### src/rtl/uart_hex_line_formatter_pkg.sv
// Shared constants, FSM state type and line-length helper for the hex line formatter.
package uart_fmt_pkg;

  localparam logic [7:0] COLON   = 8'h3A;
  localparam logic [7:0] CR      = 8'h0D;
  localparam logic [7:0] LF      = 8'h0A;
  localparam logic [7:0] ZERO    = 8'h30;
  localparam logic [7:0] UPPER_A = 8'h41;

  typedef enum logic [2:0] {
    IDLE,
    EMIT,
    WAIT_HI,
    WAIT_LO,
    DONE
  } fmt_state_t;

  // Number of characters in one printed line, terminator included.
  function automatic int line_len(input int data_width, input int addr_en, input int crlf);
    return ((addr_en != 0) ? 3 : 0) + data_width / 4 + ((crlf != 0) ? 2 : 1);
  endfunction

endpackage

### src/rtl/hex_nibble_ascii.sv
// Combinational conversion of one 4-bit value to its uppercase ASCII hex digit.
module hex_nibble_ascii
  import uart_fmt_pkg::*;
(
  input  logic [3:0] nibble,
  output logic [7:0] ascii
);

  always_comb begin
    if (nibble < 4'd10) ascii = ZERO + {4'h0, nibble};
    else                ascii = UPPER_A + {4'h0, nibble} - 8'd10;
  end

endmodule

### src/rtl/uart_hex_line_formatter.sv
// Latches one register word/address and prints it as an "AA:DDDD\r\n" ASCII line,
// one byte per transmitter handshake (strobe, wait for busy rise, wait for busy fall).
module uart_hex_line_formatter
  import uart_fmt_pkg::*;
#(
  parameter int DATA_WIDTH   = 16,
  parameter int ADDR_EN      = 1,
  parameter int CRLF         = 1,
  parameter int BUSY_TIMEOUT = 4
) (
  input  logic                  clk,
  input  logic                  i_reset,
  input  logic [DATA_WIDTH-1:0] i_data,
  input  logic [4:0]            i_addr,
  input  logic                  i_dv,
  output logic                  o_ready,
  output logic [7:0]            o_uart_data,
  output logic                  o_uart_dv,
  input  logic                  i_uart_busy,
  output logic                  o_busy,
  output logic                  o_overflow
);

  localparam int L          = line_len(DATA_WIDTH, ADDR_EN, CRLF);
  localparam int NDIG       = DATA_WIDTH / 4;
  localparam int ADDR_CHARS = (ADDR_EN != 0) ? 3 : 0;
  localparam int IDX_W      = $clog2(L) + 1;
  localparam int TMO_W      = $clog2(BUSY_TIMEOUT) + 1;

  fmt_state_t            state_reg, state_next;
  logic [IDX_W-1:0]      idx_reg, idx_next;
  logic [TMO_W-1:0]      tmo_reg, tmo_next;
  logic [DATA_WIDTH-1:0] data_reg;
  logic [7:0]            addr_reg;
  logic [7:0]            uart_data_reg;
  logic                  overflow_reg;
  logic                  accept;
  logic [7:0]            char_sel;
  logic [7:0]            addr_hi_ascii, addr_lo_ascii;
  logic [7:0]            data_ascii [NDIG];

  assign accept = i_dv && (state_reg == IDLE);

  hex_nibble_ascii u_addr_hi (.nibble(addr_reg[7:4]), .ascii(addr_hi_ascii));
  hex_nibble_ascii u_addr_lo (.nibble(addr_reg[3:0]), .ascii(addr_lo_ascii));

  // Digit 0 is the most significant nibble so the line reads naturally.
  genvar gi;
  generate
    for (gi = 0; gi < NDIG; gi++) begin : g_digit
      hex_nibble_ascii u_nib (
        .nibble(data_reg[DATA_WIDTH-1-4*gi -: 4]),
        .ascii (data_ascii[gi])
      );
    end
  endgenerate

  always_comb begin
    char_sel = LF;
    if (ADDR_EN != 0) begin
      if      (idx_reg == IDX_W'(0)) char_sel = addr_hi_ascii;
      else if (idx_reg == IDX_W'(1)) char_sel = addr_lo_ascii;
      else if (idx_reg == IDX_W'(2)) char_sel = COLON;
    end
    for (int k = 0; k < NDIG; k++) begin
      if (idx_reg == IDX_W'(ADDR_CHARS + k)) char_sel = data_ascii[k];
    end
    if (CRLF != 0 && idx_reg == IDX_W'(ADDR_CHARS + NDIG)) char_sel = CR;
  end

  always_ff @(posedge clk) begin
    if (i_reset) begin
      state_reg     <= IDLE;
      idx_reg       <= '0;
      tmo_reg       <= '0;
      data_reg      <= '0;
      addr_reg      <= '0;
      uart_data_reg <= 8'h00;
      overflow_reg  <= 1'b0;
    end else begin
      state_reg <= state_next;
      idx_reg   <= idx_next;
      tmo_reg   <= tmo_next;
      if (accept) begin
        data_reg <= i_data;
        addr_reg <= {3'b000, i_addr};
      end
      if (i_dv && !accept) overflow_reg <= 1'b1;
      // Keep the last strobed byte on the output between strobes.
      if (state_reg == EMIT) uart_data_reg <= char_sel;
    end
  end

  always_comb begin
    state_next = state_reg;
    idx_next   = idx_reg;
    tmo_next   = tmo_reg;
    case (state_reg)
      IDLE: begin
        if (accept) begin
          state_next = EMIT;
          idx_next   = '0;
        end
      end
      EMIT: begin
        state_next = WAIT_HI;
        tmo_next   = '0;
      end
      WAIT_HI: begin
        // A transmitter that never raises busy must not stall the line forever.
        if (i_uart_busy || tmo_reg == TMO_W'(BUSY_TIMEOUT - 1)) state_next = WAIT_LO;
        else tmo_next = tmo_reg + TMO_W'(1);
      end
      WAIT_LO: begin
        if (!i_uart_busy) begin
          if (idx_reg < IDX_W'(L - 1)) begin
            state_next = EMIT;
            idx_next   = idx_reg + IDX_W'(1);
          end else begin
            state_next = DONE;
          end
        end
      end
      DONE: begin
        state_next = IDLE;
        idx_next   = '0;
      end
      default: state_next = IDLE;
    endcase
  end

  always_comb begin
    o_ready     = (state_reg == IDLE);
    o_busy      = (state_reg != IDLE);
    o_uart_dv   = (state_reg == EMIT);
    o_uart_data = (state_reg == EMIT) ? char_sel : uart_data_reg;
    o_overflow  = overflow_reg;
  end

endmodule

### config.mk
export PLATFORM = sky130hd
export DESIGN_NAME = uart_hex_line_formatter
export DESIGN_NICKNAME = d
export VERILOG_FILES = /design/src/rtl/uart_hex_line_formatter_pkg.sv /design/src/rtl/hex_nibble_ascii.sv /design/src/rtl/uart_hex_line_formatter.sv
export SDC_FILE = /design/constraint.sdc
export NUM_CORES = 1
export LEC_CHECK = 0
export CORE_MARGIN = 1
export CORE_UTILIZATION = 53
export DETAILED_ROUTE_END_ITERATION = 8
export DONT_BUFFER_PORTS = 1
export GPL_ROUTABILITY_DRIVEN = 0
export PLACE_DENSITY_LB_ADDON = 0.25
export SLEW_MARGIN = 20
export SYNTH_ARGS = -nofsm -noshare
export SYNTH_HDL_FRONTEND = slang
export SYNTH_SLANG_ARGS = --single-unit
### constraint.sdc
create_clock -name clk -period 2.1 [get_ports clk]
set_input_delay 0.315 -clock clk [delete_from_list [all_inputs] [get_ports clk]]
set_output_delay 0.315 -clock clk [all_outputs]
set_load 0.02 [all_outputs]
Word-level counts from Yosys, hierarchy flattened
Index checks and enable logic that the tools add are counted.
{"block": "classes", "n_addsub": 20, "order_cmp": 7, "eq_ne": 17, "mux": 26, "n_reduce_logical": 12}
{"operator": "2-to-1 mux 8 bit", "n": 14}
{"operator": "subtractor 8 x 4 -> 8 bit (second input constant)", "n": 6}
{"operator": "adder 7 x 4 -> 8 bit (first input constant)", "n": 5}
{"operator": "adder 6 x 4 -> 7 bit (first input constant)", "n": 5}
{"operator": "equality test 5 x 3 -> 1 bit (second input constant)", "n": 4}
{"operator": "less-than comparator 4 bit (second input constant)", "n": 5}
{"operator": "2-to-1 mux 3 bit", "n": 5}
{"operator": "2-to-1 mux 5 bit", "n": 3}
{"operator": "case mux 5 bit (3 select lines)", "n": 1}
{"operator": "case mux 3 bit (4 select lines)", "n": 1}
{"operator": "equality test 5 x 2 -> 1 bit (second input constant)", "n": 2}
{"operator": "equality test 3 x 2 -> 1 bit (second input constant)", "n": 3}
{"operator": "adder 7 x 1 -> 8 bit (first input constant)", "n": 1}
{"operator": "!= test 2 bit (second input constant)", "n": 4}
{"operator": "adder 6 x 1 -> 7 bit (first input constant)", "n": 1}
{"operator": "2-to-1 mux 6 bit", "n": 1}
{"operator": "case mux 3 bit (2 select lines)", "n": 1}
{"operator": "nonzero test 3 bit", "n": 2}
{"operator": "adder 5 x 1 -> 5 bit (second input constant)", "n": 1}
{"operator": "equality test 5 x 1 -> 1 bit (second input constant)", "n": 1}
{"operator": "zero test 5 bit", "n": 1}
{"operator": "less-than comparator 5 x 4 -> 1 bit (second input constant)", "n": 1}
{"operator": "less-than comparator 1 x 4 -> 1 bit (second input constant)", "n": 1}
{"operator": "AND reduction 4 bit", "n": 1}
{"operator": "11 further kinds", "n": 12}
{"block": "totals", "ff_bits": 41, "inputBits": 25, "output_inout_bits": 12}

Longest topological paths before layout
{"block": "logic_depth", "ltp_word": 11, "ltp_mapped": 8, "mapped_depth_nobuf": 7}

By module
From an unflattened synthesis, not the netlist that was laid out.
{"block": "unflattened", "cells_unflattened": 389, "hier_area_um2": 2875.3}
{"module": "uart_hex_line_formatter", "instances": 1, "cells_each": 293, "area_per_inst_um2": 2244.7}
{"module": "hex_nibble_ascii", "instances": 6, "cells_each": 16, "area_per_inst_um2": 105.1}

Least setup slack after synthesis
Ideal clock, no wire load.
{"block": "synth_path", "kind": "register -> output", "start": "register idx_reg[0]", "end": "output port o_uart_data[0]", "t_arrival_ns": 1.793, "t_required_ns": 1.785, "slack_ns": -0.008, "stages_incl_launch_ff": 7, "path_cell_list": "dfxtp_1 > inv_1 > ha_1 > or3_4 > o22ai_1 > nor3_1 > nor3_1"}
{"block": "synth_via", "elab_chain_len": 9, "word_cells_on_any_way": 15}
{"item": "start: declaration", "line_no": "uart_hex_line_formatter.sv:31", "source": "logic [IDX_W-1:0] idx_reg, idx_next;"}
{"item": "start signal: assignment", "line_no": "uart_hex_line_formatter.sv:82", "source": "idx_reg <= idx_next;"}
{"item": "equality test 5 x 1 -> 1 bit", "line_no": "uart_hex_line_formatter.sv:62", "source": "else if (idx_reg == IDX_W'(1)) char_sel = addr_lo_ascii;"}
{"item": "2-to-1 mux 8 bit", "line_no": "uart_hex_line_formatter.sv:62"}
{"item": "2-to-1 mux 8 bit", "line_no": "uart_hex_line_formatter.sv:61", "source": "if (idx_reg == IDX_W'(0)) char_sel = addr_hi_ascii;"}
{"item": "2-to-1 mux 8 bit (4 in series)", "line_no": "uart_hex_line_formatter.sv:66", "source": "if (idx_reg == IDX_W'(ADDR_CHARS + k)) char_sel = data_ascii[k];"}
{"item": "2-to-1 mux 8 bit (*)", "line_no": "uart_hex_line_formatter.sv:68", "source": "if (CRLF != 0 && idx_reg == IDX_W'(ADDR_CHARS + NDIG)) char_sel = CR;"}
{"item": "2-to-1 mux 8 bit (*)"}
{"item": "end: declaration", "line_no": "uart_hex_line_formatter.sv:17", "source": "output logic [7:0] o_uart_data,"}
Every way passes the cells marked *; elsewhere a longest branch is shown, timed or not.

Worst setup path after layout
{"block": "layout_path", "start": "register idx_reg[1]", "end": "output port o_uart_data[2]"}
The elaborated chain is that of the path after synthesis.

==> impl_metrics.csv <==
group,metric,value,unit
yosys,synth_area_leaders,"dfxtp_1 (33%), nand2_1 (9.2%), a21oi_1 (7.9%), ha_1 (5.5%), nor2_1 (4.5%)",
worst_setup_path,setup.worst_path.start,"idx_reg[1]",
timing,finalHoldViolCount,0,
power,worst_ir_drop_vdd,0.000438,V
route,wl_met1,3070,µm
yosys,syn-cell-area,2480,µm²
yosys,synth_edf_count,0,
timing,setup_viol,7,
timing,rsz0062_at_grt,"true",
global_route,grt.total_usage,28.2,%
placement,io_buffers,0,
worst_setup_path,cp-end-kind,"output pin",
timing,setup_tns,-1230,ps
run_status,violations,"negative setup slack",
worst_setup_path,rrSetupSlack,30,ps
timing,clock-skew-final,8.04,ps
yosys,synth-seq-area-share,33.1,%
die,core,4410,µm²
worst_setup_path,crit_fanout,7,
clocking,clockRootBuffer,"clkbuf_8",
route,via_count,2579,
power,p_per_area,636,nW/µm²
worst_setup_path,startpoint_type,"flop",
clocking,cts_htree_levels,2,
route,viasPerCell,6.18,
cells_and_area,area_delta_synth_final,30.2,%
global_route,grt_first_pass_wirelength,11100,µm
yosys,synth_top_area_cell,"dfxtp_1",
yosys,yosysWarningCount,0,
timing,final.setup.worst_slack,-240,ps
die,dieArea,4960,µm²
worst_hold_path,hold_depth,1,
global_route,grt_pass1_vias,2299,
worst_hold_path,min_path_type,"in2reg",
clocking,cts.clk_slew.worst_paths,80,ps
yosys,synthCells,326,
timing,slew_violations,0,
worst_setup_path,r2r_start,"idx_reg[1]",
route,wl_met2,3450,µm
route,first_pass_iters,5,
cells_and_area,finish.utilization,73.2,%
yosys,ys_ff_latch,41,
die,ios,37,
yosys,synth_ff_type,"dfxtp_1",
worst_setup_path,reg2reg_depth,10,
worst_hold_path,min_to,"tmo_reg[0]",
cells_and_area,finish.net_count,400,
route,drc_errors,0,
clocking,cts_tree,"done",
die,die_h,70.4,µm
yosys,synth_cell_types,59,
timing,finalCritPeriodShare,111,%
cells_and_area,fin_cells,417,
cells_and_area,largest_reg_flops,16,
worst_setup_path,slowest_delay,420,ps
route,post_drt_wl_per_cell,17.4,µm
route,wl_met3,476,µm
worst_setup_path,path_buf_inv,2,
clocking,cts.sinks,41,
clocking,cts.path.max_buffers,2,
route,top_signal_layer_used,"met4",
flow_run,maxCapViolCount,0,
timing,slew_headroom,68.1,%
yosys,avgSynthCellArea,7.61,µm²
worst_setup_path,slowest_stage,"or3_4",
power,total_power,2.05,mW
route,totalWireLength,7270,µm
cells_and_area,antennaDiodeCount,0,
die,start_util,56.2,%
worst_setup_path,arrival,2020,ps
clocking,clk_latency,300,ps
cells_and_area,layout-drive-gt1-share,30.1,%
placement,place_inst,394,
yosys,synth_top_area_share,33.1,%
global_route,overflow,0,
die,chipWidth,70.4,µm
power,p_leak,1.22,nW
yosys,async_reset_ff_share,0,%
worst_setup_path,crit_chain,"inv_4, ha_4, nand2b_4, or3_4, o221ai_4, a211oi_2, nor2_1, buf_4",
clocking,cts_buffers,5,
route,antenna_left,0,
timing,max_freq,427,MHz
worst_setup_path,crit_family,"simple AND/OR/NAND/NOR gates",
timing,period_needed,2340,ps
timing,worst_pin_slew,477,ps
timing,holdWs,71.0,ps
cells_and_area,n_fill_cell,313,
clocking,hold_buffers,0,
worst_setup_path,worst-endpoint-required,1780,ps
worst_hold_path,min-delay-start,"i_reset",
yosys,synth.net_count,362,
die,row_count,24,
worst_setup_path,r2r-end,"uart_data_reg[2]",
global_route,grt_start_max_net_pins,37,
global_route,antenna_found_initial,0,
placement,hpwlAfterDp,4270,µm
worst_setup_path,path_class,"reg2out",
run_status,status,"complete, but fails checks",
route,drtIter0Drc,363,
-- per-stage QoR --
stage,setup slack (ps),cell area [µm²]
final,-240,3230
after global routing,-318,3230
after CTS,-178,3120
after detailed placement,-61.1,2710
after global placement,-5.80,2710
after floorplan,95.2,2490
-- how the worst max path moves through the flow --
stage | slack (ps) | cells past startpoint | endpoint
3_3_place_gp | -6 | 8 | o_uart_data[0]
5_1_grt | -320 | 7 | o_uart_data[0]
6_report | -240 | 8 | o_uart_data[2]
2_1_floorplan | 100 | 6 | o_uart_data[4]
3_5_place_dp | -60 | 8 | o_uart_data[2]
4_1_cts | -180 | 8 | o_uart_data[2]
-- logic make-up after synthesis --
family / after synthesis / synth area share (%)
xor+xnor: 7 / 2.47
compound gates: 89 / 23.0
buf+inv: 35 / 5.85
flops: 41 / 33.1
fa+ha+maj: 11 / 5.55
mux: 1 / 0.454
simple gates: 142 / 29.6
-- worst register-to-register path, cell delays in order (launching register included) --
cell and delay (ps):
dfxtp_4 380, inv_4 90, ha_4 200, nand2b_4 70
or3_4 420, o221ai_4 200, a211oi_2 120, buf_4 150
buf_4 120, buf_4 120, nor3_2 130
-- per-layer routing --
metal / up-vias / GRT usage, %
met1: 1203 / 36.5
met2: 127 / 45.9
met4: 0 / 9.56
li1: 1219 / -
met3: 30 / 6.35
met5: - / 0
-- cell usage after synthesis, drive strengths merged, types with 6 or more instances --
library cell  instances
nor3                  7
o21ai                15
xnor2                 6
buf                   6
dfxtp                41
nor2                 30
nor2b                10
clkbuf                9
a21oi                40
inv                  20
ha                   11
nand2                61
-- where the power goes --
group          switching (mW)  internal [mW]  leakage [nW]
clock                   0.285          0.388        0.0585
sequential             0.0532          0.828         0.339
combinational           0.280          0.221         0.820
total                   0.618           1.44          1.22
-- area by class of cell --
cell class	count	area (µm²)	share of cell area [%]
clock buffer	7	86.3	2.67
tap	52	65.1	2.01
sequential	41	835	25.8
inverter	20	80.1	2.48
clock inverter	1	30.0	0.930
timing repair buffer	46	360	11.2
multi-input combinational	250	1770	54.9
-- layout by cell type (no fill, tap or decap), drive strengths merged, types with 7 or more instances in the layout --
cell and n:
a21oi 40, buf 46, clkbuf 7, dfxtp 41, ha 11, inv 20
nand2 61, nor2 30, nor2b 10, nor3 7, o21ai 15
-- what timing repair did --
item | in CTS | in global routing
resized for setup | 48 | 23
endpoints found under the hold margin | 0 | 0
endpoints found under the setup margin | 7 | 7
setup buffers | 12 | 3
pin swaps | 21 | 12
Power figures use the tool's default switching activity.
